`src/rtl/dbus_pkg.sv`:
```
// Shared types for the data-bus arbiter: owner states, request payload, defaults.
package dbus_pkg;

  localparam int unsigned DBUS_DEFAULT_MAX_WAIT = 4;
  localparam int unsigned DBUS_ADDR_W           = 32;
  localparam int unsigned DBUS_DATA_W           = 32;

  typedef enum logic [1:0] {
    OWN_IDLE,
    OWN_CPU,
    OWN_DMA_LOCKED
  } dbus_owner_e;

  typedef struct packed {
    logic                   we;
    logic [DBUS_ADDR_W-1:0] addr;
    logic [DBUS_DATA_W-1:0] wdata;
  } dbus_req_t;

endpackage

```
`src/rtl/dbus_arbiter_if.sv`:
```
// CPU, DMA and memory-side signals of the data-bus arbiter.
// slave = arbiter view, master = environment view.
interface dbus_arbiter_if #(
  parameter int unsigned DATA_WIDTH = 32,
  parameter int unsigned ADDR_WIDTH = 32
);

  logic                  cpu_req;
  logic                  cpu_we;
  logic [ADDR_WIDTH-1:0] cpu_addr;
  logic [DATA_WIDTH-1:0] cpu_wdata;
  logic                  cpu_gnt;
  logic                  cpu_stall;
  logic [DATA_WIDTH-1:0] cpu_rdata;
  logic                  cpu_rvalid;

  logic                  dma_req;
  logic                  dma_we;
  logic                  dma_lock;
  logic [ADDR_WIDTH-1:0] dma_addr;
  logic [DATA_WIDTH-1:0] dma_wdata;
  logic                  dma_gnt;
  logic [DATA_WIDTH-1:0] dma_rdata;
  logic                  dma_rvalid;

  logic                  mem_en;
  logic                  mem_we;
  logic [ADDR_WIDTH-1:0] mem_addr;
  logic [DATA_WIDTH-1:0] mem_wdata;
  logic [DATA_WIDTH-1:0] mem_rdata;

  modport slave (
    input  cpu_req, cpu_we, cpu_addr, cpu_wdata,
    output cpu_gnt, cpu_stall, cpu_rdata, cpu_rvalid,
    input  dma_req, dma_we, dma_lock, dma_addr, dma_wdata,
    output dma_gnt, dma_rdata, dma_rvalid,
    output mem_en, mem_we, mem_addr, mem_wdata,
    input  mem_rdata
  );

  modport master (
    output cpu_req, cpu_we, cpu_addr, cpu_wdata,
    input  cpu_gnt, cpu_stall, cpu_rdata, cpu_rvalid,
    output dma_req, dma_we, dma_lock, dma_addr, dma_wdata,
    input  dma_gnt, dma_rdata, dma_rvalid,
    input  mem_en, mem_we, mem_addr, mem_wdata,
    output mem_rdata
  );

endinterface

```
`src/rtl/dbus_rsp_reg.sv`:
```
// Per-requester read-return register: captures memory data at the end of a
// granted read and flags it valid for exactly the following cycle.
module dbus_rsp_reg #(
  parameter int unsigned DATA_WIDTH = 32
) (
  input  logic                  clk,
  input  logic                  reset,
  input  logic                  i_capture,
  input  logic [DATA_WIDTH-1:0] i_rdata,
  output logic [DATA_WIDTH-1:0] o_rdata,
  output logic                  o_rvalid
);

  logic [DATA_WIDTH-1:0] r_rdata;
  logic                  r_rvalid;

  always_ff @(posedge clk or posedge reset) begin
    if (reset) begin
      r_rdata  <= '0;
      r_rvalid <= 1'b0;
    end else begin
      r_rvalid <= i_capture;
      if (i_capture) begin
        r_rdata <= i_rdata;
      end
    end
  end

  assign o_rdata  = r_rdata;
  assign o_rvalid = r_rvalid;

endmodule

```
`src/rtl/dbus_arbiter.sv`:
```
// Data-memory port arbiter: CPU fixed priority, DMA lockable bursts.
// Define DBUS_ARB_STARVE_EN to force DMA through after MAX_WAIT lost cycles.
module dbus_arbiter
  import dbus_pkg::*;
#(
  parameter int unsigned DATA_WIDTH = 32,
  parameter int unsigned ADDR_WIDTH = 32,
  parameter int unsigned MAX_WAIT   = DBUS_DEFAULT_MAX_WAIT
) (
  input logic           clk,
  input logic           reset,
  dbus_arbiter_if.slave bus
);

  if (MAX_WAIT < 1 || ADDR_WIDTH > DBUS_ADDR_W || DATA_WIDTH > DBUS_DATA_W) begin : g_param_chk
    $error("dbus_arbiter: illegal parameter value");
  end

  dbus_owner_e r_owner;
  dbus_owner_e w_owner_nxt;
  logic        w_cpu_gnt;
  logic        w_dma_gnt;
  logic        w_force;
  dbus_req_t   w_cpu_rq;
  dbus_req_t   w_dma_rq;
  dbus_req_t   w_sel;

  assign w_cpu_rq = '{we:    bus.cpu_we,
                      addr:  DBUS_ADDR_W'(bus.cpu_addr),
                      wdata: DBUS_DATA_W'(bus.cpu_wdata)};
  assign w_dma_rq = '{we:    bus.dma_we,
                      addr:  DBUS_ADDR_W'(bus.dma_addr),
                      wdata: DBUS_DATA_W'(bus.dma_wdata)};

`ifdef DBUS_ARB_STARVE_EN
  localparam int unsigned WAIT_W = $clog2(MAX_WAIT + 1);

  logic [WAIT_W-1:0] r_wait_cnt;
  logic [WAIT_W-1:0] w_wait_nxt;

  assign w_force = bus.dma_req && (r_wait_cnt == WAIT_W'(MAX_WAIT));

  // Consecutive cycles DMA has asked and lost; saturates at MAX_WAIT.
  always_comb begin
    w_wait_nxt = '0;
    if (bus.dma_req && !w_dma_gnt) begin
      w_wait_nxt = (r_wait_cnt == WAIT_W'(MAX_WAIT)) ? r_wait_cnt
                                                     : r_wait_cnt + WAIT_W'(1);
    end
  end

  always_ff @(posedge clk or posedge reset) begin
    if (reset) begin
      r_wait_cnt <= '0;
    end else begin
      r_wait_cnt <= w_wait_nxt;
    end
  end
`else
  assign w_force = 1'b0;
`endif

  always_ff @(posedge clk or posedge reset) begin
    if (reset) begin
      r_owner <= OWN_IDLE;
    end else begin
      r_owner <= w_owner_nxt;
    end
  end

  // Grants are same-cycle; reset masks them so nothing leaks while held.
  always_comb begin
    w_owner_nxt = r_owner;
    w_cpu_gnt   = 1'b0;
    w_dma_gnt   = 1'b0;
    if (!reset) begin
      if (r_owner == OWN_DMA_LOCKED) begin
        w_dma_gnt = bus.dma_req;
      end else if (bus.cpu_req && !w_force) begin
        w_cpu_gnt = 1'b1;
      end else begin
        w_dma_gnt = bus.dma_req;
      end
    end
    case (r_owner)
      OWN_DMA_LOCKED: begin
        if (!bus.dma_lock) begin
          w_owner_nxt = OWN_IDLE;
        end
      end
      default: begin
        if (w_dma_gnt) begin
          w_owner_nxt = bus.dma_lock ? OWN_DMA_LOCKED : OWN_IDLE;
        end else if (w_cpu_gnt) begin
          w_owner_nxt = OWN_CPU;
        end else begin
          w_owner_nxt = OWN_IDLE;
        end
      end
    endcase
  end

  always_comb begin
    w_sel = '0;
    if (w_cpu_gnt) begin
      w_sel = w_cpu_rq;
    end else if (w_dma_gnt) begin
      w_sel = w_dma_rq;
    end
  end

  assign bus.cpu_gnt   = w_cpu_gnt;
  assign bus.dma_gnt   = w_dma_gnt;
  assign bus.cpu_stall = bus.cpu_req & ~w_cpu_gnt & ~reset;
  assign bus.mem_en    = w_cpu_gnt | w_dma_gnt;
  assign bus.mem_we    = w_sel.we;
  assign bus.mem_addr  = ADDR_WIDTH'(w_sel.addr);
  assign bus.mem_wdata = DATA_WIDTH'(w_sel.wdata);

  dbus_rsp_reg #(.DATA_WIDTH(DATA_WIDTH)) u_cpu_rsp (
    .clk       (clk),
    .reset     (reset),
    .i_capture (w_cpu_gnt & ~bus.cpu_we),
    .i_rdata   (bus.mem_rdata),
    .o_rdata   (bus.cpu_rdata),
    .o_rvalid  (bus.cpu_rvalid)
  );

  dbus_rsp_reg #(.DATA_WIDTH(DATA_WIDTH)) u_dma_rsp (
    .clk       (clk),
    .reset     (reset),
    .i_capture (w_dma_gnt & ~bus.dma_we),
    .i_rdata   (bus.mem_rdata),
    .o_rdata   (bus.dma_rdata),
    .o_rvalid  (bus.dma_rvalid)
  );

endmodule

```
`src/flat_wrapper.sv`:
```
// flat-port wrapper written by rule: the top's interface ports become plain ports
module dbus_arbiter_flat import dbus_pkg::*;
#(
  parameter int unsigned DATA_WIDTH = 32,
  parameter int unsigned ADDR_WIDTH = 32,
  parameter int unsigned MAX_WAIT   = DBUS_DEFAULT_MAX_WAIT
)
  (clk, reset, bus_cpu_req, bus_cpu_we, bus_cpu_addr, bus_cpu_wdata, bus_cpu_gnt, bus_cpu_stall, bus_cpu_rdata, bus_cpu_rvalid, bus_dma_req, bus_dma_we, bus_dma_lock, bus_dma_addr, bus_dma_wdata, bus_dma_gnt, bus_dma_rdata, bus_dma_rvalid, bus_mem_en, bus_mem_we, bus_mem_addr, bus_mem_wdata, bus_mem_rdata);
  dbus_arbiter_if #(.DATA_WIDTH(DATA_WIDTH), .ADDR_WIDTH(ADDR_WIDTH)) bus_i ();
  input logic clk;
  input logic reset;
  input wire logic [$bits(bus_i.cpu_req)-1:0] bus_cpu_req;
  input wire logic [$bits(bus_i.cpu_we)-1:0] bus_cpu_we;
  input wire logic [$bits(bus_i.cpu_addr)-1:0] bus_cpu_addr;
  input wire logic [$bits(bus_i.cpu_wdata)-1:0] bus_cpu_wdata;
  output wire logic [$bits(bus_i.cpu_gnt)-1:0] bus_cpu_gnt;
  output wire logic [$bits(bus_i.cpu_stall)-1:0] bus_cpu_stall;
  output wire logic [$bits(bus_i.cpu_rdata)-1:0] bus_cpu_rdata;
  output wire logic [$bits(bus_i.cpu_rvalid)-1:0] bus_cpu_rvalid;
  input wire logic [$bits(bus_i.dma_req)-1:0] bus_dma_req;
  input wire logic [$bits(bus_i.dma_we)-1:0] bus_dma_we;
  input wire logic [$bits(bus_i.dma_lock)-1:0] bus_dma_lock;
  input wire logic [$bits(bus_i.dma_addr)-1:0] bus_dma_addr;
  input wire logic [$bits(bus_i.dma_wdata)-1:0] bus_dma_wdata;
  output wire logic [$bits(bus_i.dma_gnt)-1:0] bus_dma_gnt;
  output wire logic [$bits(bus_i.dma_rdata)-1:0] bus_dma_rdata;
  output wire logic [$bits(bus_i.dma_rvalid)-1:0] bus_dma_rvalid;
  output wire logic [$bits(bus_i.mem_en)-1:0] bus_mem_en;
  output wire logic [$bits(bus_i.mem_we)-1:0] bus_mem_we;
  output wire logic [$bits(bus_i.mem_addr)-1:0] bus_mem_addr;
  output wire logic [$bits(bus_i.mem_wdata)-1:0] bus_mem_wdata;
  input wire logic [$bits(bus_i.mem_rdata)-1:0] bus_mem_rdata;
  assign bus_i.cpu_req = bus_cpu_req;
  assign bus_i.cpu_we = bus_cpu_we;
  assign bus_i.cpu_addr = bus_cpu_addr;
  assign bus_i.cpu_wdata = bus_cpu_wdata;
  assign bus_cpu_gnt = bus_i.cpu_gnt;
  assign bus_cpu_stall = bus_i.cpu_stall;
  assign bus_cpu_rdata = bus_i.cpu_rdata;
  assign bus_cpu_rvalid = bus_i.cpu_rvalid;
  assign bus_i.dma_req = bus_dma_req;
  assign bus_i.dma_we = bus_dma_we;
  assign bus_i.dma_lock = bus_dma_lock;
  assign bus_i.dma_addr = bus_dma_addr;
  assign bus_i.dma_wdata = bus_dma_wdata;
  assign bus_dma_gnt = bus_i.dma_gnt;
  assign bus_dma_rdata = bus_i.dma_rdata;
  assign bus_dma_rvalid = bus_i.dma_rvalid;
  assign bus_mem_en = bus_i.mem_en;
  assign bus_mem_we = bus_i.mem_we;
  assign bus_mem_addr = bus_i.mem_addr;
  assign bus_mem_wdata = bus_i.mem_wdata;
  assign bus_i.mem_rdata = bus_mem_rdata;
  dbus_arbiter #(.DATA_WIDTH(DATA_WIDTH), .ADDR_WIDTH(ADDR_WIDTH), .MAX_WAIT(MAX_WAIT)) u_core (.clk(clk), .reset(reset), .bus(bus_i));
endmodule
```
`config.mk`:
```
export PLATFORM = sky130hd
export DESIGN_NAME = dbus_arbiter_flat
export DESIGN_NICKNAME = d
export VERILOG_FILES = /design/src/rtl/dbus_pkg.sv /design/src/rtl/dbus_arbiter_if.sv /design/src/rtl/dbus_rsp_reg.sv /design/src/rtl/dbus_arbiter.sv /design/src/flat_wrapper.sv
export SDC_FILE = /design/constraint.sdc
export NUM_CORES = 1
export LEC_CHECK = 0
export ABC_AREA = 1
export ABC_CLOCK_PERIOD_IN_PS = 3800
export CAP_MARGIN = 10
export CORE_AREA = 2 2 117 119
export CTS_CLUSTER_DIAMETER = 200
export CTS_CLUSTER_SIZE = 12
export DETAILED_ROUTE_END_ITERATION = 10
export DIE_AREA = 0 0 119 121
export GPL_ROUTABILITY_DRIVEN = 1
export PLACE_DENSITY = 0.78
export SETUP_SLACK_MARGIN = 0.5
export SLEW_MARGIN = 20
export SYNTH_ARGS = -nofsm -noshare
export SYNTH_HDL_FRONTEND = slang
export SYNTH_HIERARCHICAL = 1
export SYNTH_SLANG_ARGS = --single-unit
export TNS_END_PERCENT = 20
```
`constraint.sdc`:
```
create_clock -name clk -period 3.8 [get_ports clk]
set_input_delay 0.57 -clock clk [delete_from_list [all_inputs] [get_ports clk]]
set_output_delay 0.57 -clock clk [all_outputs]
set_load 0.02 [all_outputs]
```
* Word-level counts from Yosys, hierarchy flattened
Cells that the tools add are included.
** Word-level totals
- Bits in registers :: 68
- Bits in latches :: 0
- Bits in writable memories :: 0
- Bits in read-only memories :: 0
- Output and inout port bits :: 135
- Word-level logic and storage cells :: 29
- Memories kept :: 0
** Operators by class
- Add/sub/neg operators :: 0
- Multipliers :: 0
- Div/mod/pow operators :: 0
- Order comparisons :: 0
- Equality and inequality tests :: 2
- Shift operators :: 0
- Muxes and demuxes :: 13
- Bitwise operators :: 9
- Reductions and logical operators :: 0
** Operator list (count)
- 65-bit 2-to-1 mux :: 2
- 2-bit 2-to-1 mux :: 4
- 1-bit 2-to-1 mux :: 7
- 1-bit AND :: 4
- 1-bit inverter :: 4
- 2-bit equality test, second input constant :: 1
- 2-bit inequality test, second input constant :: 1
- 1-bit OR :: 1

* Depth between registers and ports, before layout
- Depth after elaboration :: 6
- Depth in mapped cells :: 11

* Modules after synthesis
The synthesis kept the hierarchy.
** By module, submodules not included
- dbus_rsp_reg :: times used 2, cells an instance 138, area an instance 1321.3 sq um, sequential area each 825.8 sq um
- dbus_arbiter :: times used 1, cells an instance 245, area an instance 1208.7 sq um, sequential area each 50.0 sq um

* Worst setup path after synthesis
No wires, ideal clock.
- Path kind :: register -> output
- Start :: register u_core.r_owner[0]
- End :: output bus_cpu_stall
- Arrival :: 1261 ps
- Required time :: 3230 ps
- Setup slack :: 1969 ps
- Stages on the path, launching flop included :: 6
- Buffers on the path :: 2
- Cells stage by stage :: dfrtp_1 > inv_2 > nand2_2 > buf_4 > buf_2 > nor3_1
** Between the ends
- Word-level cells in the longest chain between the ends :: 6
** RTL lines
- start: declaration :: line dbus_arbiter.sv:19 : dbus_owner_e r_owner;
- start signal: assignment :: line dbus_arbiter.sv:67 : r_owner <= w_owner_nxt;
- 2-bit equality test :: line dbus_arbiter.sv:77 : if (r_owner == OWN_DMA_LOCKED) begin
- 1-bit 2-to-1 mux :: line dbus_arbiter.sv:77
- 1-bit 2-to-1 mux :: line dbus_arbiter.sv:76 : if (!reset) begin
- 1-bit inverter :: line dbus_arbiter.sv:114 : assign bus.cpu_stall = bus.cpu_req & ~w_cpu_gnt & ~reset;
- 1-bit AND (2 in series) :: line dbus_arbiter.sv:114
- end: declaration :: line flat_wrapper.sv:17 : output wire logic [$bits(bus_i.cpu_stall)-1:0] bus_cpu_stall;
Every way passes these cells.

* Worst setup path in the final report
- Start :: input bus_cpu_req
- End :: output bus_mem_addr[24]
** Between the ends
- Word-level cells in the longest chain between the ends :: 5
** RTL lines
- start: declaration :: line flat_wrapper.sv:12 : input wire logic [$bits(bus_i.cpu_req)-1:0] bus_cpu_req;
- 1-bit 2-to-1 mux :: line dbus_arbiter.sv:79 : end else if (bus.cpu_req && !w_force) begin
- 1-bit 2-to-1 mux :: line dbus_arbiter.sv:77
- 1-bit 2-to-1 mux :: line dbus_arbiter.sv:76
- 65-bit 2-to-1 mux :: line dbus_arbiter.sv:107 : end else if (w_dma_gnt) begin
- 65-bit 2-to-1 mux * :: line dbus_arbiter.sv:105 : if (w_cpu_gnt) begin
- end: declaration :: line flat_wrapper.sv:30 : output wire logic [$bits(bus_i.mem_addr)-1:0] bus_mem_addr;
Mark *: on every way between the ends. The rest lies on a longest branch, timed or not.

==> metrics.txt <==
share of cells above drive strength 1=0.0819; clock transition at the registers of the reported paths=around 0.050 ns; Num CTS Buffers=9; Max Freq=roughly 0.32 GHz; r2r worst-path depth=7; die height=between 100 and 150 um; Reg2Reg Setup Slack=between 1 and 1.5 ns; vias per cell=roughly 4.6; drt drc=0; post-synthesis instance area=3850 sq um; Leak Pwr=3.43 nW; number of global-route vias before repair=between 4000 and 5000; most frequent cell after synthesis=nand2_1; DIE AREA=14400 sq um; Max Buffers Root-to-Sink=2; Clock Latency Late Sink=roughly 0.33 ns; peak fanout along the critical path=23; nets=between 900 and 1000; Syn Inst Count=approximately 520; Starting Density=0.294; period utilization=0.824; pwr dens=379 nW/um^2; status=completed; syn avg cell area=roughly 7.4 sq um; clk sinks=68; #FFs+latches synth=68; post-route ant nets=0; pre-CTS setup slack=approximately 0.55 ns; Post-synth EDFFs=0; CP required=3.23 ns; Hold-fix buffers, CTS=0; GPL Wtd Cong=between 0.9 and 1; Area Overhead vs Synth=87.7%; largest net degree at the start of global routing=between 60 and 70; multi-input logic area=between 1500 and 2000 sq um; Vias=roughly 4600; Critical R2R Launch=u_core/r_owner[1]; Tightest Hold Check Type=flop to flop; antenna violations before repair=1; final hold violation count=0; Ports=302; Min Clock Period, post-route=3.13 ns; startpoint types=input pin; Post-Syn Nets=between 600 and 700; routed len/inst=between 15 and 20 um; Fin Setup TNS=0 ns; worst hold path stage count=2; Root Buffer=clkbuf_16; # fillers=roughly 1200; startpoint of the lowest-slack hold path=u_core/u_cpu_rsp/o_rdata[12]; Synth async-reset ratio=1.00; max cap viols=0; RSZ-0062 raised after global routing=false; CP arrival=around 2.6 ns; first-pass GRT wire length=about 23000 um; element type at the critical path end=primary output; antenna cells=0; CP Class=input pin to primary output; Yosys warning total=6; share of the synthesized area in the top cell type=0.442; die width=between 100 and 150 um; CORE AREA=13100 sq um; TritonRoute pass-1 iters=6; IO buf count=between 300 and 400; DP Wirelength=11500 um; RR Endpoint=u_core/u_cpu_rsp/o_rdata[13]; Synth area leader=dfrtp_1; WHS Endpoint=u_core/u_cpu_rsp/o_rdata[12]; Synth area leaders=dfrtp_1 (44%), nand2_1 (24%), nand3_1 (17%); postcts setup bufs=0; Post-synth top flop=dfrtp_1; DRT Wirelength=around 15000 um; CTS tree=yes; post-CTS sizing=0; register area=about 1700 sq um; Final Skew=between 0.004 and 0.005 ns; H-tree depth=3; sequential area share after synthesis=0.442; floorplan row count=42; GR Util All Layers=0.201; final max-slew violation count=0; final setup vio count=0; synth cell count leaders=nand2_1 (242), nand3_1 (131), dfrtp_1 (68); overflow left after global routing=0; number of DRC markers in iteration 0=about 250; setup slack after layout=around 0.67 ns; worst-margin pin slew=0.719 ns; Synth cell types=17; Rel. slew slack=0.520; IR drop worst, VDD=between 0.15 and 0.2 mV
layout make-up:
class | instances | area share
Multi-Input combinational cell | 400 | 0.241
Timing Repair Buffer | 323 | 0.446
Tap cell | 176 | 0.0305
Clock inverter | 3 | 0.00294
Inverter | 11 | 0.00779
Clock buffer | 13 | 0.0360
Sequential cell | 68 | 0.235
stage by stage:
step,cells,cell area (sq um),hold slack (ns),utilization,total power [mW]
3_5_place_dp,975,6930,0.457,0.529,1.98
6_report,994,7230,0.469,0.552,2.74
4_1_cts,991,7210,0.471,0.551,2.76
2_1_floorplan,521,3850,0.311,-,1.39
3_3_place_gp,975,6930,0.453,0.529,1.97
5_1_grt,994,7230,0.489,0.552,2.88
registers in the layout (all words and copies together) (netlist names):
| register | cells |
|---|---|
| u_core/r_owner | 2 |
| u_core/u_dma_rsp/o_rvalid | 1 |
| u_core/u_dma_rsp/o_rdata | 32 |
| u_core/u_cpu_rsp/o_rdata | 32 |
| u_core/u_cpu_rsp/o_rvalid | 1 |
cell families after synthesis:
family,synth area share
buf+inv,0.110
flops,0.442
simple gates,0.448
worst max-delay path by stage:
stage / depth (start not counted) / end / startpoint / slack (ns)
final: 6 / bus_mem_addr[24] / bus_cpu_req / 0.67
after detailed placement: 6 / bus_mem_addr[14] / reset / 0.55
after global placement: 6 / bus_mem_wdata[12] / reset / 0.61
after CTS: 6 / bus_mem_addr[14] / reset / 0.55
after floorplan: 5 / bus_cpu_stall / u_core/r_owner[0] / 1.97
after global routing: 6 / bus_mem_wdata[1] / bus_cpu_req / 0.55
critical path, stage by stage:
cell             delay (ns)
clkdlybuf4s50_1        0.45
nand2_2                0.43
buf_4                  0.30
nand3_1                0.10
nand2_1                0.09
clkdlybuf4s50_1        0.61
per-layer routing:
| layer | global-route usage | vias up | part of all wire |
|---|---|---|---|
| met1 | 0.224 | 2077 | 0.39 |
| met3 | 0.0733 | 17 | 0.096 |
| met4 | 0.0580 | 2 | 0.016 |
| li1 | - | 2251 | - |
| met2 | 0.357 | 212 | 0.50 |
| met5 | 0 | - | 0.00087 |
where the power goes:
| group | internal, mW | switching [mW] | total (mW) |
|---|---|---|---|
| combinational | 0.536 | 0.505 | 1.04 |
| sequential | 0.853 | 0.0745 | 0.927 |
| clock | 0.477 | 0.294 | 0.771 |
cell usage in the layout, fill, tap and decap left out, drive strengths merged:
cell type        n
nor3             1
nand4            1
nand2          263
nor2             4
buf             23
clkbuf          13
dfrtp           68
inv             11
clkinv           2
nand3          131
clkdlybuf4s50  300
clkinvlp         1
Note: power is estimated with default switching activity, not from simulation.
